==> config.mk <==
export PLATFORM = sky130hd
export DESIGN_NAME = frame_streamer
export DESIGN_NICKNAME = d
export VERILOG_FILES = /design/src/rtl/frame_streamer_pkg.sv /design/src/rtl/frame_streamer_raster_pos_counter.sv /design/src/rtl/frame_streamer.sv
export SDC_FILE = /design/constraint.sdc
export NUM_CORES = 1
export LEC_CHECK = 0
export BUFFER_PORTS_ARGS = -buffer_cell sky130_fd_sc_hd__buf_2
export CELL_PAD_IN_SITES_DETAIL_PLACEMENT = 0
export CELL_PAD_IN_SITES_GLOBAL_PLACEMENT = 1
export CORE_ASPECT_RATIO = 0.7
export CORE_MARGIN = 2
export CORE_UTILIZATION = 37
export CTS_BUF_LIST = sky130_fd_sc_hd__clkbuf_16
export DETAILED_ROUTE_END_ITERATION = 16
export GPL_TIMING_DRIVEN = 0
export PLACE_DENSITY_LB_ADDON = 0.1
export SYNTH_ARGS = -nofsm -noshare
export SYNTH_HDL_FRONTEND = slang
export SYNTH_SLANG_ARGS = --single-unit
==> constraint.sdc <==
create_clock -name clk -period 1.9 [get_ports clk]
set_input_delay 0 -clock clk [delete_from_list [all_inputs] [get_ports clk]]
set_output_delay 0 -clock clk [all_outputs]
set_load 0.05 [all_outputs]
==> src/rtl/frame_streamer_pkg.sv <==
// Shared definitions for frame_streamer and its position tracker.
// FSM state encoding and window geometry.
package frame_streamer_pkg;

    typedef enum logic [1:0] {
        ST_IDLE  = 2'd0,
        ST_READ  = 2'd1,
        ST_DRAIN = 2'd2,
        ST_DONE  = 2'd3
    } state_t;

    localparam int WIN_K = 5;

endpackage

==> src/rtl/frame_streamer_raster_pos_counter.sv <==
// Purpose: raster (row, col) tracker; col wraps SIZE-1 -> 0 and bumps row.
// Latency: position updates on the edge after en; clr has priority over en.
// Backpressure: none, advances only when en is high.
module raster_pos_counter #(
    parameter int SIZE  = 32,
    parameter int POS_W = $clog2(SIZE)
) (
    input  logic             clk,
    input  logic             rst_n,
    input  logic             clr,
    input  logic             en,
    output logic [POS_W-1:0] r,
    output logic [POS_W-1:0] c
);

    localparam logic [POS_W-1:0] LAST = POS_W'(SIZE - 1);

    always_ff @(posedge clk or negedge rst_n) begin
        if (!rst_n) begin
            r <= '0;
            c <= '0;
        end else if (clr) begin
            r <= '0;
            c <= '0;
        end else if (en) begin
            if (c == LAST) begin
                c <= '0;
                r <= (r == LAST) ? '0 : r + 1'b1;
            end else begin
                c <= c + 1'b1;
            end
        end
    end

endmodule

==> src/rtl/frame_streamer.sv <==
// Purpose: raster-order pixel source for a 5x5 window buffer, fed from a 1-cycle sync RAM.
// Latency: pixel appears 2 cycles after its address; SIZE*SIZE+3 cycles start to done.
// Backpressure: FRAME_STALL_EN defined -> stall holds new reads; undefined -> stall ignored.
module frame_streamer
    import frame_streamer_pkg::*;
#(
    parameter int BIT_WIDTH = 8,
    parameter int SIZE      = 32,
    localparam int ADDR_W   = $clog2(SIZE * SIZE)
) (
    input  logic                        clk,
    input  logic                        rst_n,
    input  logic                        start,
    input  logic                        stall,
    output logic [ADDR_W-1:0]           ram_addr,
    output logic                        ram_re,
    input  logic signed [BIT_WIDTH-1:0] ram_dout,
    output logic signed [BIT_WIDTH-1:0] pix,
    output logic                        pix_en,
    output logic                        win_valid,
    output logic                        busy,
    output logic                        done
);

    localparam int POS_W = $clog2(SIZE);
    localparam logic [ADDR_W-1:0] LAST_ADDR = ADDR_W'(SIZE * SIZE - 1);
    localparam logic [POS_W-1:0]  LAST_POS  = POS_W'(SIZE - 1);
    localparam logic [POS_W-1:0]  WIN_EDGE  = POS_W'(WIN_K - 1);

    state_t           state, state_nxt;
    logic             stall_eff;
    logic             start_acc;
    logic             rd_inflight;
    logic             last_pix;
    logic [POS_W-1:0] r, c;

`ifdef FRAME_STALL_EN
    assign stall_eff = stall;
`else
    logic stall_unused;
    assign stall_unused = stall;
    assign stall_eff    = 1'b0;
`endif

    assign start_acc = start && (state == ST_IDLE);
    // (r,c) are the coordinates of the pixel currently presented on pix
    assign last_pix  = pix_en && (r == LAST_POS) && (c == LAST_POS);

    always_comb begin
        state_nxt = state;
        ram_re    = 1'b0;
        busy      = 1'b0;
        done      = 1'b0;
        case (state)
            ST_IDLE: begin
                if (start) state_nxt = ST_READ;
            end
            ST_READ: begin
                busy   = 1'b1;
                ram_re = !stall_eff;
                if (ram_re && (ram_addr == LAST_ADDR)) state_nxt = ST_DRAIN;
            end
            ST_DRAIN: begin
                busy = 1'b1;
                if (last_pix) state_nxt = ST_DONE;
            end
            ST_DONE: begin
                done      = 1'b1;
                state_nxt = ST_IDLE;
            end
            default: state_nxt = ST_IDLE;
        endcase
    end

    always_ff @(posedge clk or negedge rst_n) begin
        if (!rst_n) begin
            state       <= ST_IDLE;
            ram_addr    <= '0;
            rd_inflight <= 1'b0;
            pix         <= '0;
            pix_en      <= 1'b0;
            win_valid   <= 1'b0;
        end else begin
            state <= state_nxt;
            if (start_acc)
                ram_addr <= '0;
            else if (ram_re && (ram_addr != LAST_ADDR))
                ram_addr <= ram_addr + 1'b1;
            rd_inflight <= ram_re;
            pix_en      <= rd_inflight;
            if (rd_inflight) pix <= ram_dout;
            // row-straddling positions (c < WIN_K-1) never form a real window
            win_valid <= pix_en && (r >= WIN_EDGE) && (c >= WIN_EDGE);
        end
    end

    raster_pos_counter #(
        .SIZE  (SIZE),
        .POS_W (POS_W)
    ) u_pos (
        .clk   (clk),
        .rst_n (rst_n),
        .clr   (start_acc),
        .en    (pix_en),
        .r     (r),
        .c     (c)
    );

endmodule
==> key figures, run 1 <==
CTS
  • CTS sink cnt: 33
  • Worst skew pair latency: 270 ps
  • CTS tree: yes
  • CTS clk-pin slew, worst paths: 50 ps
  • Clock root cell: clkbuf_16
  • Total CTS buffers: 5
  • Worst-case clock buffer depth: 2
  • H-tree levels: 2

Synthesis
  • Post-synth top cells: 33 x dfrtp_1, 17 x nor2_1, 12 x ha_1
  • Largest cells by area after synthesis: dfrtp_1 49%, ha_1 9.0%, mux2_2 6.1%
  • Count leader, synth: dfrtp_1
  • Netlist cell types: 36
  • Mean Syn Cell Area: 10.8 µm²
  • Sequential share of the synthesized area: 0.495
  • Asr flop ratio synth: 1.00
  • Yosys reg bits: 33
  • Post-synth EDFFs: 0
  • Mapped cell area: 1670 µm²
  • Largest area contributor in the netlist: dfrtp_1
  • Post-synth top flop: dfrtp_1
  • Syn_nets: 179
  • Synth Instances: 155
  • Share of the synthesized area in the top cell type: 0.495
  • Warnings, synthesis: 0

Worst setup path
  • Critical path buffers and inverters: 0
  • Startpoint types: flip-flop
  • Crit path largest cell delay: 630 ps
  • CP top delay family: simple AND/OR/NAND/NOR gates
  • Arr. time, crit path: roughly 2100 ps
  • CP endpoint kind: flip-flop
  • R2R setup slack: 50 ps
  • CP cell instances: ha_2 -> and3_4 -> ha_4 -> nand2_4 -> or4b_2 -> a21oi_2
  • Worst EP required: 2090 ps
  • Worst setup path class: flip-flop to flip-flop
  • CP Max Fanout: 9
  • Max stage delay cell, worst path: or4b_2

Floorplanning
  • Total core area: 4330 µm²
  • Ports: 35
  • Starting Density: 0.386
  • FP Rows: 20
  • Full die area: approximately 5100 µm²
  • Die X: 84.3 µm
  • Die Y-Extent: 60.2 µm

Pwr
  • Reg power frac: 0.309
  • Pleak: 1.10 nW
  • Maximum VDD drop: 0.948 mV
  • Clock Power Share: 0.224
  • Int Pwr: between 1.5 and 2 mW
  • PwrDens: 1540 nW/µm²
  • Combinational power share: 0.467
  • Sw Ratio: 0.445
  • P_sw: 1.53 mW

Cells and area
  • Area grow syn2layout: 34.2%
  • Nets: 234
  • Antenna diodes: 0
  • Layout cells sized above 1: 0.336
  • Final Non-Filler Cells: approximately 270

Route
  • WL per Instance: about 14 µm
  • Vias post-DR: 1317
  • Post-detailed-route count of antenna-violating nets: 0
  • Pre-Repair DR Iteration Count: 4
  • Drt drc: 0
  • Initial drt markers: 21
  • DRT Wirelength: 3690 µm
  • Vias per cell: just under 5

Global routing
  • Initial antenna violation count: 0
  • Vias in the first global route: about 1200
  • Gr usage total: 0.151
  • Global-route wire length before repair: slightly below 6000 µm
  • Gr ovfl total: 0
  • Largest net degree at the start of global routing: 34

Timing
  • Worst hold slack: 102 ps
  • Slew margin rel.: 0.504
  • Fmax: 539 MHz
  • Final hold vios: 0
  • Min cycle time layout: 1850 ps
  • Clock Skews: 1.80 ps
  • Actual slew at the worst max-slew pin: 744 ps
  • Slew Limit Fails: 0
  • Period utilization: 0.976
  • Fin worst setup slack: roughly 45 ps
  • Final setup viols: 0

Placement
  • Placed cells: roughly 240
  • # port buffers: 33
  • Routability cong.: 0.732
  • DP Wirelength: 2450 µm
  • Pre-CTS WS: -193 ps

Job
  • Max-Cap Viols: 0

Outcome
  • Outcome: finished, final reports clean

Hold path
  • Hold Crit Class: input pin to flip-flop
-- what timing repair did --
item,CTS,global route
pin swaps,0,2
buffers inserted,3,3
hold endpoints to repair,41,0
hold buffers,9,0
resized for setup,6,4
endpoints found under the setup margin,1,2
-- power by group through the flow --
stage,sequential (mW),clock (mW),combinational (mW)
after floorplan,1.51,0,0.755
after global placement,1.06,0,1.51
after detailed placement,1.07,0,1.54
after CTS,1.06,0.790,1.57
after global routing,1.09,0.823,1.72
final,1.06,0.770,1.61
-- layout make-up --
cell class / count / area [µm²]
Buffer: 4 / 15.0
Clock buffer: 5 / 125
Clock inverter: 3 / 17.5
Fill cell: 406 / 2090
Inverter: 8 / 30.0
Multi-Input combinational cell: 110 / 855
Sequential cell: 33 / 828
Tap cell: 55 / 68.8
Timing Repair Buffer: 48 / 300
-- metrics by stage --
step	cell area [µm²]	total power, mW	utilization	setup TNS (ps)
finish	2240	3.44	0.517	0
detailed placement	1910	2.60	0.441	-193
floorplan	1670	2.26	-	0
global placement	1910	2.57	0.441	-187
global route	2240	3.64	0.517	-14.6
CTS	2190	3.42	0.505	0
-- registers in the layout, summed over array words and instances, names as in the netlist --
name,cells
u_pos.r,5
pix_en,1
u_pos.c,5
ram_addr,10
pix,8
win_valid,1
rd_inflight,1
state,2
-- worst min-delay path, cell delays in order --
cell and delay, ps:
buf_2 80, nand2b_1 130, a32oi_1 110
-- routing by layer --
metal | wire length [µm] | share of wire | up-vias | track usage
li1 | - | - | 659 | -
met1 | 1890 | 0.51 | 629 | 0.199
met2 | 1630 | 0.44 | 23 | 0.236
met3 | 134 | 0.036 | 6 | 0.0428
met4 | 27 | 0.0073 | 0 | 0.0622
met5 | 0 | 0 | - | 0
-- cells in the final DEF, fill, tap and decap left out, types with 2 or more instances in the layout --
| cell type | count |
|---|---|
| a21oi_1 | 10 |
| and2_1 | 3 |
| and3_1 | 3 |
| buf_2 | 33 |
| buf_4 | 6 |
| clkbuf_1 | 4 |
| clkbuf_16 | 5 |
| clkinv_2 | 2 |
| dfrtp_1 | 31 |
| dfrtp_2 | 2 |
| dlygate4sd3_1 | 9 |
| ha_1 | 8 |
| ha_4 | 3 |
| inv_1 | 8 |
| mux2_2 | 9 |
| mux2i_1 | 3 |
| nand2_1 | 7 |
| nand2b_1 | 3 |
| nand3_1 | 4 |
| nor2_1 | 17 |
| nor3_1 | 7 |
| nor3b_1 | 2 |
| o21ai_0 | 5 |
| xor2_1 | 3 |
-- cells by family after synthesis --
group | after synthesis | share of synthesized area
simple gates | 58 | 0.191
fa+ha+maj | 12 | 0.0900
buf+inv | 12 | 0.0270
mux | 13 | 0.0877
compound gates | 24 | 0.0937
flops | 33 | 0.495
xor+xnor | 3 | 0.0157
-- worst paths after layout --
kind | start | endpoint | cells past startpoint
min in group asynchronous | rst_n | u_pos.r[0] | 2
worst min register to register | rd_inflight | pix_en | 0
worst max register to register | u_pos.c[0] | u_pos.r[2] | 6
worst min-delay path | start | state[0] | 3
max in group asynchronous | rst_n | ram_addr[0] | 2
worst max-delay path | u_pos.c[0] | u_pos.r[2] | 6
(Power assumes the default switching activity.)
==> inputs of run 2 (changes only) <==
- CORE_ASPECT_RATIO: 0.7 -> 1.4
==> run 2 against run 1 <==
Against the previous run:
- core utilization rose by 0.72 points
- first-iteration DRC count rose by 62%
- final cell count rose by 1.5%
- flip-flop and latch count did not move
==> key figures, run 2 (synthesized netlist as in run 1, its figures left out) <==
Outcome
  • Outcome: finished, final reports clean

Hold path
  • Worst Hold End: state[0]
  • Hold Crit Class: input pin to flip-flop
  • Hold-critical path depth: 3
  • Min-delay src: start

Worst setup path
  • Crit path largest cell delay: 640 ps
  • Reg2reg end: u_pos.r[2]
  • CP top delay family: simple AND/OR/NAND/NOR gates
  • Critical path buffers and inverters: 0
  • CP cell instances: ha_2 -> and3_1 -> ha_4 -> or4b_2 -> a21oi_2
  • Max stage delay cell, worst path: or4b_2
  • CP Max Fanout: 7
  • R2R setup slack: 80 ps
  • Worst EP required: 2100 ps
  • Worst setup path class: flip-flop to flip-flop
  • Startpoint types: flip-flop
  • Arr. time, crit path: 2020 ps
  • Worst r2r src: u_pos.r[1]
  • R2R cell count: 5
  • CP endpoint kind: flip-flop

Cells and area
  • Final Non-Filler Cells: 270
  • Largest register FFs: 10
  • Layout cells sized above 1: 0.343
  • Most frequent cells in the layout: 33 x buf_2, 31 x dfrtp_1, 17 x nor2_1
  • Most flops, register: ram_addr
  • Fill cells: 430
  • Nets: 233
  • Design Area, Final: between 2000 and 2500 µm²
  • Antenna diodes: 0
  • Commonest non-fill, non-tap cell in the layout: buf_2
  • Area grow syn2layout: 34.3%
  • Top Registers: ram_addr: 10 flops, pix: 8 flops

Timing
  • Final setup viols: 0
  • Actual slew at the worst max-slew pin: 722 ps
  • Worst hold slack: 101 ps
  • Final hold vios: 0
  • Fin worst setup slack: about 80 ps
  • Period utilization: 0.958
  • Slew Limit Fails: 0
  • Slew margin rel.: 0.519
  • Min cycle time layout: approximately 1800 ps
  • Clock Skews: 3.30 ps
  • Fmax: 549 MHz

Route
  • Drt drc: 0
  • DRT Wirelength: 3610 µm
  • Vias per cell: just under 5
  • Post-detailed-route count of antenna-violating nets: 0
  • Initial drt markers: 34
  • Pre-Repair DR Iteration Count: 4
  • Vias post-DR: 1332
  • WL per Instance: about 13 µm

Global routing
  • Vias in the first global route: 1371
  • Gr usage total: 0.159
  • Initial antenna violation count: 0
  • Largest net degree at the start of global routing: 34
  • Global-route wire length before repair: 6180 µm
  • Gr ovfl total: 0

Floorplanning
  • Starting Density: 0.391
  • FP Rows: 28
  • Die X: 60.8 µm
  • Total core area: 4270 µm²
  • Ports: 35
  • Die Y-Extent: 83.5 µm
  • Full die area: 5070 µm²

Pwr
  • Clock Power Share: 0.226
  • P_sw: 1.52 mW
  • Pleak: 1.09 nW
  • Combinational power share: 0.466
  • Int Pwr: 1.89 mW
  • Total Power: about 3.4 mW
  • PwrDens: 1520 nW/µm²
  • Sw Ratio: 0.446
  • Maximum VDD drop: 0.830 mV
  • Reg power frac: 0.308

Placement
  • Routability cong.: 0.764
  • Pre-CTS WS: -198 ps
  • Placed cells: 248
  • Dpl cell area: between 1500 and 2000 µm²
  • # port buffers: 33
  • DP Wirelength: 2490 µm

CTS
  • CTS tree: yes
  • H-tree levels: 2
  • Worst-case clock buffer depth: 2
  • CTS sink cnt: 33
  • Worst skew pair latency: 270 ps
  • Total CTS buffers: 5
  • Clock root cell: clkbuf_16
  • CTS clk-pin slew, worst paths: ~60 ps

Job
  • Max-Cap Viols: 0
## run 2: timing repair
action,4_1_cts,5_1_grt
endpoints found under the hold margin,41,0
setup buffers,3,2
gates resized for setup,5,7
hold buffers,9,0
pin swaps,0,0
endpoints found under the setup margin,1,3
## run 2: tightest hold or removal path, stage by stage
cell and delay, ps:
buf_2 80, nand2b_1 130, a32oi_1 110
## run 2: worst max-delay path by stage
| stage | start | end | slack (ps) | cells past startpoint |
|---|---|---|---|---|
| floorplan | u_pos.c[1] | u_pos.r[2] | 30 | 6 |
| global placement | u_pos.c[1] | u_pos.r[2] | -150 | 6 |
| detailed placement | u_pos.c[1] | u_pos.r[2] | -200 | 6 |
| CTS | u_pos.c[1] | u_pos.r[2] | 20 | 6 |
| global route | u_pos.c[1] | u_pos.r[2] | -9 | 6 |
| finish | u_pos.r[1] | u_pos.r[2] | 80 | 5 |
## run 2: layout make-up
class	instances	area, µm²	area share
Multi-Input combinational cell	110	858	0.383
Sequential cell	33	828	0.369
Timing Repair Buffer	47	293	0.131
Clock buffer	5	125	0.0558
Tap cell	60	75.1	0.0335
Inverter	8	30.0	0.0134
Clock inverter	3	17.5	0.00781
Buffer	4	15.0	0.00670
## run 2: routing by layer
metal	vias to the layer above	wire, µm	part of all wire	track usage
met5	-	0	0	0
met4	0	38	0.011	0.0534
met3	4	126	0.035	0.0403
met2	28	1880	0.52	0.256
met1	650	1560	0.43	0.202
li1	650	-	-	-
## run 2: through the flow
step,util,TNS (ps)
global route,0.525,-9.21
detailed placement,0.448,-198
CTS,0.512,0
global placement,0.448,-148
floorplan,-,0
finish,0.525,0
## run 2: power by group through the flow
stage	registers, mW	logic (mW)	clock network [mW]
global placement	1.05	1.51	0
finish	1.05	1.59	0.773
detailed placement	1.06	1.55	0
global route	1.08	1.73	0.820
floorplan	1.51	0.755	0
CTS	1.05	1.60	0.788
==> inputs of run 3 (changes only) <==
- GPL_TIMING_DRIVEN: 0 -> not set
==> run 3 against run 2 <==
Against the previous run:
- first-iteration DRC count shrank 24%
- hold slack gained 14 ps
- sequential power is essentially flat
- flip-flop and latch count is the same
- maximum frequency shrank 0.56%
- global-route usage shrank 0.52 points
- routed wire length shrank 4.9%
- clock skew is essentially flat
- final area shrank 1.8%
- sequential share of layout area grew 0.67 points
- core utilization shrank 0.94 points
- die area is the same
==> key figures, run 3 (synthesized netlist as in run 1, its figures left out) <==
Outcome
  • Outcome: finished, final reports clean

Cells and area
  • Final Core Density: 0.515
  • Most frequent cells in the layout: 33 x buf_2, 31 x dfrtp_1, 17 x nor2_1
  • Most flops, register: ram_addr
  • Fill cells: between 400 and 500
  • Antenna diodes: 0
  • Commonest non-fill, non-tap cell in the layout: buf_2
  • Largest register FFs: 10
  • Top Registers: ram_addr: 10 flops, pix: 8 flops
  • Layout cells sized above 1: 0.318
  • Design Area, Final: 2200 µm²
  • Nets: about 230
  • Area grow syn2layout: 31.9%

Route
  • Drt drc: 0
  • WL per Instance: ~13 µm
  • Vias post-DR: around 1300
  • Pre-Repair DR Iteration Count: 4
  • Vias per cell: 4.97
  • Initial drt markers: 26
  • DRT Wirelength: 3430 µm
  • Post-detailed-route count of antenna-violating nets: 0

Worst setup path
  • CP Max Fanout: 4
  • Worst EP required: between 2000 and 2500 ps
  • Crit path largest cell delay: approximately 640 ps
  • Arr. time, crit path: 2030 ps
  • Critical path buffers and inverters: 0
  • Critical path's most frequent cell: ha_1
  • CP endpoint kind: flip-flop
  • Max stage delay cell, worst path: or4b_2
  • CP top delay family: simple AND/OR/NAND/NOR gates
  • Worst setup path class: flip-flop to flip-flop
  • CP cell instances: ha_1 -> and3_1 -> ha_1 -> or4b_2 -> a21oi_1
  • Startpoint types: flip-flop

CTS
  • H-tree levels: 2
  • Total CTS buffers: 5
  • Worst skew pair latency: 270 ps
  • CTS clk-pin slew, worst paths: ~50 ps
  • Worst-case clock buffer depth: 2
  • Post-cts sizing count: 0
  • CTS sink cnt: 33
  • Clock root cell: clkbuf_16
  • CTS tree: yes

Global routing
  • Gr usage total: 0.154
  • Initial antenna violation count: 0
  • Vias in the first global route: ~1400
  • Gr ovfl total: 0
  • Largest net degree at the start of global routing: 34
  • Global-route wire length before repair: 5930 µm

Timing
  • RSZ-0062 raised after global routing: no
  • Slew margin rel.: 0.503
  • Slew Limit Fails: 0
  • Clock Skews: 3.03 ps
  • Fmax: 546 MHz
  • Min cycle time layout: 1830 ps
  • Worst hold slack: 115 ps
  • Final hold vios: 0
  • Total negative setup slack: 0 ps
  • Actual slew at the worst max-slew pin: 745 ps
  • Period utilization: 0.963
  • Final setup viols: 0

Placement
  • Routability cong.: approximately 0.75
  • # port buffers: 33
  • DP Wirelength: 2460 µm
  • Dpl cell area: a little under 2000 µm²

Floorplanning
  • Full die area: 5070 µm²
  • Die X: 60.8 µm
  • Total core area: 4270 µm²
  • Starting Density: 0.391
  • Die Y-Extent: 83.5 µm
  • Ports: 35
  • FP Rows: 28

Job
  • Max-Cap Viols: 0

Pwr
  • P_sw: 1.46 mW
  • Maximum VDD drop: 1.00 mV
  • Pleak: 1.11 nW
  • Reg power frac: 0.320
  • Sw Ratio: 0.436
  • Int Pwr: approximately 1.9 mW
  • Combinational power share: 0.461
  • Clock Power Share: 0.220
  • PwrDens: ~1500 nW/µm²

Hold path
  • Hold Crit Class: input pin to flip-flop
-- run 3: final timing paths --
path                             from     endpoint  slack (ps)  depth (start not counted)
max                        u_pos.r[1]   u_pos.r[2]          70                          5
min                             start     state[0]         110                          3
max reg2reg                u_pos.r[1]   u_pos.r[2]          70                          5
min reg2reg                    pix[4]       pix[4]         500                          1
max in group asynchronous       rst_n  ram_addr[1]        1030                          2
min in group asynchronous       rst_n    win_valid         340                          2
-- run 3: layout make-up --
class / count / area [µm²] / area share
sequential: 33 / 828 / 0.376
multi-input combinational: 110 / 801 / 0.364
timing repair buffer: 52 / 330 / 0.150
clock buffer: 5 / 125 / 0.0568
tap: 60 / 75.1 / 0.0341
inverter: 8 / 30.0 / 0.0136
clock inverter: 3 / 12.5 / 0.00568
-- run 3: layer usage --
metal,vias up,track usage,share of wire
li1,656,-,-
met1,652,0.180,0.42
met2,34,0.260,0.52
met3,5,0.0419,0.043
met4,0,0.0534,0.015
met5,-,0,0
-- run 3: worst reg2reg max path, stage by stage, from the launching register on --
cell	delay [ps]
dfrtp_1	400
ha_1	220
and3_1	150
ha_1	190
or4b_2	640
a21oi_1	150
-- run 3: what timing repair did --
action	4_1_cts	5_1_grt
setup buffers	0	1
hold buffers	9	0
endpoints found under the hold margin	41	0
setup endpoints to repair	0	1
-- run 3: stage by stage --
step	worst slack, ps	power, mW	instances
2_1_floorplan	33.0	2.26	155
3_3_place_gp	113	2.59	253
3_5_place_dp	59.9	2.63	253
4_1_cts	54.0	3.41	270
5_1_grt	0.288	3.57	271
6_report	69.5	3.35	271
-- run 3: power by group through the flow --
stage	clock network [mW]	registers [mW]	logic, mW
after global routing	0.800	1.10	1.67
after global placement	0	1.07	1.52
final	0.737	1.07	1.55
after floorplan	0	1.51	0.755
after CTS	0.767	1.08	1.57
after detailed placement	0	1.09	1.55
